[config.mk]
export PLATFORM = sky130hd
export DESIGN_NAME = twi_reg_master
export DESIGN_NICKNAME = d
export VERILOG_FILES = /design/src/rtl/twi_pkg.sv /design/src/rtl/twi_reg_master_tick.sv /design/src/rtl/twi_reg_master.sv
export SDC_FILE = /design/constraint.sdc
export NUM_CORES = 1
export LEC_CHECK = 0
export ABC_AREA = 1
export CAP_MARGIN = 25
export CORE_MARGIN = 5
export CORE_UTILIZATION = 45
export DETAILED_ROUTE_END_ITERATION = 7
export DONT_BUFFER_PORTS = 1
export PLACE_DENSITY = 0.61
export SLEW_MARGIN = 15
export SYNTH_ARGS = -nofsm -noshare
export SYNTH_HDL_FRONTEND = slang
export SYNTH_HIERARCHICAL = 1
export SYNTH_SLANG_ARGS = --single-unit
export TNS_END_PERCENT = 20
[constraint.sdc]
create_clock -name i_clk -period 1.7 [get_ports i_clk]
set_clock_uncertainty 0.2 [all_clocks]
set_input_delay 0.255 -clock i_clk [delete_from_list [all_inputs] [get_ports i_clk]]
set_output_delay 0.255 -clock i_clk [all_outputs]
set_load 0.02 [all_outputs]
[src/rtl/twi_pkg.sv]
// Shared types and bus patterns for the register-level TWI master.
// Read support is built only when TWI_MASTER_READ_EN is defined.
package twi_pkg;

  typedef enum logic [2:0] {
    ST_IDLE,
    ST_START,
    ST_BYTE,
    ST_ACK,
    ST_RSTART,
    ST_RBYTE,
    ST_STOP,
    ST_DONE
  } twi_state_t;

  localparam logic [1:0] Q0 = 2'd0;
  localparam logic [1:0] Q1 = 2'd1;
  localparam logic [1:0] Q2 = 2'd2;
  localparam logic [1:0] Q3 = 2'd3;

  // {sda,scl} per quarter, q0 in the top pair
  localparam logic [7:0] START_PAT  = 8'b11_11_01_00;
  localparam logic [7:0] RSTART_PAT = 8'b10_11_01_00;
  localparam logic [7:0] STOP_PAT   = 8'b00_01_11_11;

  localparam int BITS_PER_BYTE = 8;
  localparam int WR_QUARTERS   = 116;
  localparam int RD_QUARTERS   = 156;

  function automatic logic [1:0] pat_sel(
    logic [7:0] p,
    logic [1:0] q
  );
    logic [1:0] r;
    case (q)
      Q0:      r = p[7:6];
      Q1:      r = p[5:4];
      Q2:      r = p[3:2];
      default: r = p[1:0];
    endcase
    return r;
  endfunction

  function automatic logic [1:0] bus_pat(
    twi_state_t s,
    logic [1:0] q,
    logic       b
  );
    logic       scl_hi;
    logic [1:0] r;
    scl_hi = (q == Q1) || (q == Q2);
    case (s)
      ST_START:  r = pat_sel(START_PAT, q);
      ST_RSTART: r = pat_sel(RSTART_PAT, q);
      ST_STOP:   r = pat_sel(STOP_PAT, q);
      ST_BYTE:   r = {b, scl_hi};
      ST_ACK,
      ST_RBYTE:  r = {1'b1, scl_hi};
      default:   r = 2'b11;
    endcase
    return r;
  endfunction

endpackage

[src/rtl/twi_reg_master_tick.sv]
// Quarter-period divider: o_tick high on the last cycle of each
// SCL quarter; i_clr restarts the quarter at a new transaction.
module twi_quarter_tick #(
  parameter int CLK_DIV = 250
) (
  input  logic i_clk,
  input  logic i_rst,
  input  logic i_clr,
  output logic o_tick
);

  localparam int CW = $clog2(CLK_DIV);

  logic [CW-1:0] cnt;

  assign o_tick = (cnt == CW'(CLK_DIV - 1));

  always_ff @(posedge i_clk) begin
    if (i_rst || i_clr) begin
      cnt <= '0;
    end else if (o_tick) begin
      cnt <= '0;
    end else begin
      cnt <= cnt + CW'(1);
    end
  end

endmodule

[src/rtl/twi_reg_master.sv]
// Register-level TWI master for peripheral bring-up over open-drain pads.
// Define TWI_MASTER_READ_EN to enable the register read sequence.
module twi_reg_master
  import twi_pkg::*;
#(
  parameter int CLK_DIV = 250
) (
  input  logic       i_clk,
  input  logic       i_rst,
  input  logic       i_req_valid,
  output logic       o_req_ready,
  input  logic       i_req_rnw,
  input  logic [6:0] i_req_dev_addr,
  input  logic [7:0] i_req_reg_addr,
  input  logic [7:0] i_req_wdata,
  output logic       o_rsp_valid,
  output logic       o_rsp_nack,
  output logic [7:0] o_rsp_rdata,
  input  logic       i_twi_sda,
  output logic       o_twi_sda,
  output logic       o_twi_scl
);

  twi_state_t state;
  logic [1:0] q;
  logic [3:0] bit_cnt;
  logic [1:0] byte_idx;
  logic [7:0] shift;
  logic [6:0] dev;
  logic [7:0] reg_a;
  logic [7:0] wdata;
  logic       rnw;
  logic [1:0] sda_sync;
  logic       sda_s;
  logic       accept;
  logic       tick;

  assign accept = i_req_valid & o_req_ready;
  assign sda_s  = sda_sync[1];

`ifndef TWI_MASTER_READ_EN
  logic unused_rnw;
  assign unused_rnw = i_req_rnw;
`endif

  twi_quarter_tick #(
    .CLK_DIV(CLK_DIV)
  ) u_tick (
    .i_clk (i_clk),
    .i_rst (i_rst),
    .i_clr (accept),
    .o_tick(tick)
  );

  // Bus pins follow the current symbol one cycle later.
  always_ff @(posedge i_clk) begin
    if (i_rst) begin
      state       <= ST_IDLE;
      q           <= Q0;
      bit_cnt     <= '0;
      byte_idx    <= '0;
      shift       <= '0;
      dev         <= '0;
      reg_a       <= '0;
      wdata       <= '0;
      rnw         <= 1'b0;
      sda_sync    <= 2'b11;
      o_req_ready <= 1'b1;
      o_rsp_valid <= 1'b0;
      o_rsp_nack  <= 1'b0;
      o_rsp_rdata <= '0;
      o_twi_sda   <= 1'b1;
      o_twi_scl   <= 1'b1;
    end else begin
      sda_sync    <= {sda_sync[0], i_twi_sda};
      {o_twi_sda, o_twi_scl} <= bus_pat(state, q, shift[7]);
      o_rsp_valid <= 1'b0;
      case (state)
        ST_IDLE: begin
          if (accept) begin
            dev         <= i_req_dev_addr;
            reg_a       <= i_req_reg_addr;
            wdata       <= i_req_wdata;
`ifdef TWI_MASTER_READ_EN
            rnw         <= i_req_rnw;
`else
            rnw         <= 1'b0;
`endif
            o_req_ready <= 1'b0;
            o_rsp_nack  <= 1'b0;
            q           <= Q0;
            state       <= ST_START;
          end
        end
        ST_DONE: begin
          o_rsp_valid <= 1'b1;
          o_req_ready <= 1'b1;
          o_rsp_rdata <= rnw ? shift : 8'h00;
          state       <= ST_IDLE;
        end
        default: begin
          if (tick) begin
            q <= q + 2'd1;
            if (q == Q2) begin
              if (state == ST_ACK) begin
                o_rsp_nack <= o_rsp_nack | sda_s;
              end
              if (state == ST_RBYTE &&
                  bit_cnt < 4'(BITS_PER_BYTE)) begin
                shift <= {shift[6:0], sda_s};
              end
            end
            if (q == Q3) begin
              case (state)
                ST_START: begin
                  state    <= ST_BYTE;
                  shift    <= {dev, 1'b0};
                  bit_cnt  <= '0;
                  byte_idx <= 2'd0;
                end
                ST_RSTART: begin
                  state    <= ST_BYTE;
                  shift    <= {dev, 1'b1};
                  bit_cnt  <= '0;
                  byte_idx <= 2'd2;
                end
                ST_BYTE: begin
                  if (bit_cnt == 4'(BITS_PER_BYTE - 1)) begin
                    state <= ST_ACK;
                  end else begin
                    bit_cnt <= bit_cnt + 4'd1;
                    shift   <= {shift[6:0], 1'b0};
                  end
                end
                ST_ACK: begin
                  bit_cnt <= '0;
                  if (o_rsp_nack) begin
                    state <= ST_STOP;
                  end else begin
                    case (byte_idx)
                      2'd0: begin
                        state    <= ST_BYTE;
                        shift    <= reg_a;
                        byte_idx <= 2'd1;
                      end
                      2'd1: begin
                        if (rnw) begin
                          state <= ST_RSTART;
                        end else begin
                          state    <= ST_BYTE;
                          shift    <= wdata;
                          byte_idx <= 2'd2;
                        end
                      end
                      default: begin
                        state <= rnw ? ST_RBYTE : ST_STOP;
                      end
                    endcase
                  end
                end
                // Ninth RBYTE symbol is the master NACK
                ST_RBYTE: begin
                  if (bit_cnt == 4'(BITS_PER_BYTE)) begin
                    state <= ST_STOP;
                  end else begin
                    bit_cnt <= bit_cnt + 4'd1;
                  end
                end
                ST_STOP: state <= ST_DONE;
                default: state <= ST_IDLE;
              endcase
            end
          end
        end
      endcase
    end
  end

endmodule

After elaboration in Yosys (flattened, before gate mapping)
Index checks and enable logic that the tools add are counted.

Flip-flop bits (word level): 57. Output and inout bits: 13.

Add/sub/neg operators: 3. Order comparisons: 1. Equality and inequality tests: 21. Mux-type cells: 36. Bitwise gates (word level): 4. Reduce and logical (&&, ||, !) cells: 29.

Operator list (count): $mux W8 (5); $pmux W8 S4 (1); $mux W3 (7); $pmux W2 S2 (4); $pmux W8 S2 (1); $pmux W3 S5 (1); $eq A3 B3 Y1 const B (4); $pmux W2 S3 (2); $pmux W4 S3 (1); $reduce_and A6 Y1 (2); $reduce_bool A3 Y1 (4); $reduce_or A2 Y1 (6); $pmux W2 S5 (1); $reduce_and A5 Y1 (2); $add A8 B1 Y8 const B (1); $eq A8 B8 Y1 const B (1); $mux W4 (2); $reduce_bool A2 Y1 (4); $eq A3 B2 Y1 const B (2); $mux W2 (3); $ne A2 B2 Y1 const B (3); $pmux W3 S2 (1); $reduce_and A2 Y1 (3); $mux W1 (5); other kinds (22) (28).

Logic depth before layout (Yosys ltp)
Word-level depth: 8. Depth in mapped cells: 12. Gate-level depth less buffers: 12.

Hierarchy
Netlist, hierarchy kept.

By module, submodules not included: twi_reg_master (times used 1, cells an instance 422, area each 2793.9 sq um, seq. area each 980.9 sq um); twi_quarter_tick (times used 1, cells an instance 54, area each 394.1 sq um, seq. area each 160.2 sq um).

Least setup slack after synthesis
Ideal clock, no wire load.

Path type: register to register. From: reg q[0]. To: reg shift[0]. Setup time: 131 ps. Data arrival time: 1392 ps. Required time: 1369 ps. Path slack: -23 ps. Stages on the path, launching flop included: 12. Buffers on the path: 0. Cell sequence: dfxtp_1 -> inv_1 -> ha_1 -> nand2_1 -> nor2_2 -> nand2_1 -> nand2_1 -> nand2_1 -> nand2_1 -> nand3_1 -> nand2_1 -> a21oi_1.

Word-level cells in the longest chain between the ends: 6.

Ends and longest elaborated chain: from (decl) (RTL line twi_reg_master.sv:25) `logic [1:0] q;`; from (signal assigned) (RTL line twi_reg_master.sv:103) `q <= q + 2'd1;`; $eq A2 B2 Y1 (RTL line twi_reg_master.sv:104) `if (q == Q2) begin`; $mux W8 (RTL line twi_reg_master.sv:104); $pmux W8 S2 (RTL line twi_reg_master.sv:140) `case (byte_idx)`; $mux W8 (RTL line twi_reg_master.sv:137) `if (o_rsp_nack) begin`; $pmux W8 S4 (RTL line twi_reg_master.sv:114) `case (state)`; $mux W8 (*) (RTL line twi_reg_master.sv:113) `if (q == Q3) begin`; to (signal assigned) (RTL line twi_reg_master.sv:110) `shift <= {shift[6:0], sda_s};`; to (signal assigned) (RTL line twi_reg_master.sv:117) `shift <= {dev, 1'b0};`; to (signal assigned) (RTL line twi_reg_master.sv:143) `shift <= reg_a;`; to (decl) (RTL line twi_reg_master.sv:28) `logic [7:0] shift;`.

Every way passes the cells marked *; elsewhere a longest branch is shown, timed or not. A chain may end at the register's enable or synchronous reset.

Final worst setup path
From: reg state[2]. To: reg bit_cnt[3].

Word-level cells in the longest chain between the ends: 4.

Ends and longest elaborated chain: from (decl) (RTL line twi_reg_master.sv:24) `twi_state_t state;`; from (signal assigned) (RTL line twi_reg_master.sv:156) `state <= rnw ? ST_RBYTE : ST_STOP;`; $eq A3 B2 Y1, or another cell as far along (RTL line twi_reg_master.sv:114); $reduce_or A3 Y1 (no line) or $reduce_or A2 Y1 (tied branches); $reduce_bool A3 Y1 (no line) or $not A1 Y1 (tied branches); $reduce_and A6 Y1 (no line); to (signal assigned) (RTL line twi_reg_master.sv:131) `bit_cnt <= bit_cnt + 4'd1;`; to (signal assigned) (RTL line twi_reg_master.sv:166) `bit_cnt <= bit_cnt + 4'd1;`; to (decl) (RTL line twi_reg_master.sv:26) `logic [3:0] bit_cnt;`.

Several ways; a longest one is shown, not always the timed one.

==> run metrics <==
status=complete, no violations; Critical Path RT=1.69 ns; DRT Pass-1 Iters=4; drt drc=0; Synth warnings=6; Post-synth top flop=dfxtp_1; clock sinks=57; post-synthesis cell type count=36; gpl congestion=0.8641; vias in the first global route=3,215; Final ANT Viol Nets=0; maximum clock frequency=0.5953 GHz; Max Cap Viol=0; Critical Path End Type=flip-flop; filler cell count=619; commonest cells after routing, fill and taps aside=nand2_1, buf_4, dfxtp_1; VDD IR max=761.6 µV; Seq/Total Area, Yosys=35.79%; non-filler cells, final=659; H-tree Lvls=3; global-route wire length before repair=14,230 µm; RSZ-0062 raised after global routing=yes; startpoint types=flip-flop; Sw Share=33.60%; worst slew pin tran=0.8967 ns; Post-Synthesis Cells=476; area delta synth->final=38.23%; post-DP HPWL=5613 µm; Inserted Diodes=0; Mapped Area=0.003188 mm²; worst-path maximum fanout=6; Leak=0.001824 µW; WL per Instance=12.71 µm; Seq pwr share=38.2%; CTS tree=yes; via count=3,195; most common cell after layout, fill and taps aside=nand2_1; Area after DPL=0.003627 mm²; PortBufs=0; Clock Power Share=31.8%; Logic pwr share=30.1%; core area=0.006832 mm²; initial antenna violation count=0; total power=4418 µW; clk_lat worst skew=0.34 ns; internal power=2934 µW; CTS Buf Count=9; pins over their slew limit=0; Arrival @ worst endpoint=1.67 ns; clk buf depth=2; Psw=1484 µW; WS Path Type=flip-flop to flip-flop; Layout Utilization=64.51%; die footprint=0.008868 mm²; initial DRC count=146; pwr dens=1003 mW/mm²; clock-pin slew on the worst setup and hold paths=0.07 ns; class of the worst hold path=primary input to flip-flop; Die Y=94.17 µm; placed insts=608; Tcrit/Tclk final=98.81%; GR Util All Layers=20.30%; io pins=41; Die W=94.17 µm; GRT overflow=0; Routed WL=8376 µm; Starting Density=46.67%; Post-synth ARST share=0%; syn avg cell area=6.698 µm²; fin nets=595; #FFs+latches synth=57; number of synthesized flops with an enable pin=0; share of cells above drive strength 1=26.64%; WHS=0.1034 ns; hold violation total from the final report=0; post-route cell area=0.004407 mm²; largest net degree at the start of global routing=40; Rows=30; root buf cell=clkbuf_8; Final min period=1.680 ns; final setup vio count=0; Slew headroom=40.22%; Vias/cell=4.848
[per-stage QoR]
| stage | setup slack, ns | TNS, ns |
|---|---|---|
| 3_3_place_gp | -0.04904 | -0.3850 |
| 6_report | 0.02031 | 0 |
| 3_5_place_dp | -0.05203 | -0.4698 |
| 2_1_floorplan | -0.005483 | -0.005483 |
| 5_1_grt | -0.09077 | -1.001 |
| 4_1_cts | -0.03052 | -0.1328 |
[cell families (layout without fill, tap and decap cells)]
family          count (synthesis)  after routing  synth area share (%)
simple gates                  224            224                 31.44
flops                          57             57                 35.79
fa+ha+maj                       9              9                 3.532
buf+inv                        79            159                 10.87
xor+xnor                        3              3                0.8243
other cells                     1              8                0.1176
compound gates                103            103                 17.43
[synth_stat cells (3+ instances only)]
master	count	area (µm²)
buf_4	8	60.06
a21oi_1	54	270.3
o21ai_0	36	180.2
nand2_1	118	442.9
buf_2	4	20.02
o211ai_1	3	22.52
dfxtp_1	57	1141
nand2_2	7	43.79
nand2_4	4	45.04
nor2_1	45	168.9
inv_2	6	22.52
nor2_2	3	18.77
inv_1	50	187.7
nand3_1	36	180.2
ha_1	9	112.6
clkbuf_1	8	30.03
[per-layer routing]
layer / track usage (%) / routed length, µm / vias to the layer above
met5: 0 / 0 / -
met4: 8.905 / 174 / 0
met3: 4.407 / 429 / 15
met2: 35.11 / 4114 / 66
met1: 23.92 / 3657 / 1439
li1: - / - / 1675
[timing repair]
action,in CTS,in global routing
pin swaps,9,9
gates resized for setup,22,53
hold buffers,29,0
endpoints found under the setup margin,16,45
buffers inserted,2,4
endpoints found under the hold margin,54,0
[registers in the layout, summed over array words and instances (netlist names)]
name and cells:
shift 8, reg_a 8, o_twi_sda 1, o_req_ready 1, dev 7, o_rsp_valid 1
sda_sync 2, q 2, bit_cnt 4, o_twi_scl 1, state 3, u_tick/cnt 8
o_rsp_nack 1, byte_idx 2, wdata 8
[power by group through the flow]
| stage | registers (µW) | logic, µW | clock network [µW] |
|---|---|---|---|
| floorplan | 1680 | 770 | 0 |
| global placement | 1690 | 1120 | 0 |
| detailed placement | 1700 | 1140 | 0 |
| CTS | 1670 | 1230 | 1430 |
| global route | 1720 | 1490 | 1490 |
| finish | 1690 | 1330 | 1400 |
[path summary, 6_finish.rpt]
check | cells past startpoint | to | startpoint | slack [ns]
max reg2reg | 9 | bit_cnt[3] | state[2] | 0.02
min reg2reg | 2 | reg_a[7] | reg_a[7] | 0.25
max | 9 | bit_cnt[3] | state[2] | 0.02
min | 3 | o_req_ready | i_rst | 0.10
[layout make-up]
| class | count | area (µm²) | area share (%) |
|---|---|---|---|
| Sequential cell | 57 | 1156 | 26.24 |
| Multi-Input combinational cell | 347 | 1916 | 43.47 |
| Tap cell | 96 | 120.1 | 2.726 |
| Timing Repair Buffer | 86 | 778.2 | 17.66 |
| Clock buffer | 9 | 123.9 | 2.811 |
| Inverter | 57 | 217.7 | 4.940 |
| Clock inverter | 7 | 95.09 | 2.158 |
[worst max-delay path: stages (launching register included)]
cell	delay (ns)
dfxtp_2	0.35
buf_4	0.14
nand3_1	0.12
nand2_2	0.10
inv_2	0.08
nand2_4	0.07
nor3_4	0.22
nand2_4	0.11
nand2_1	0.08
a21oi_1	0.06
Power figures use the tool's default switching activity.
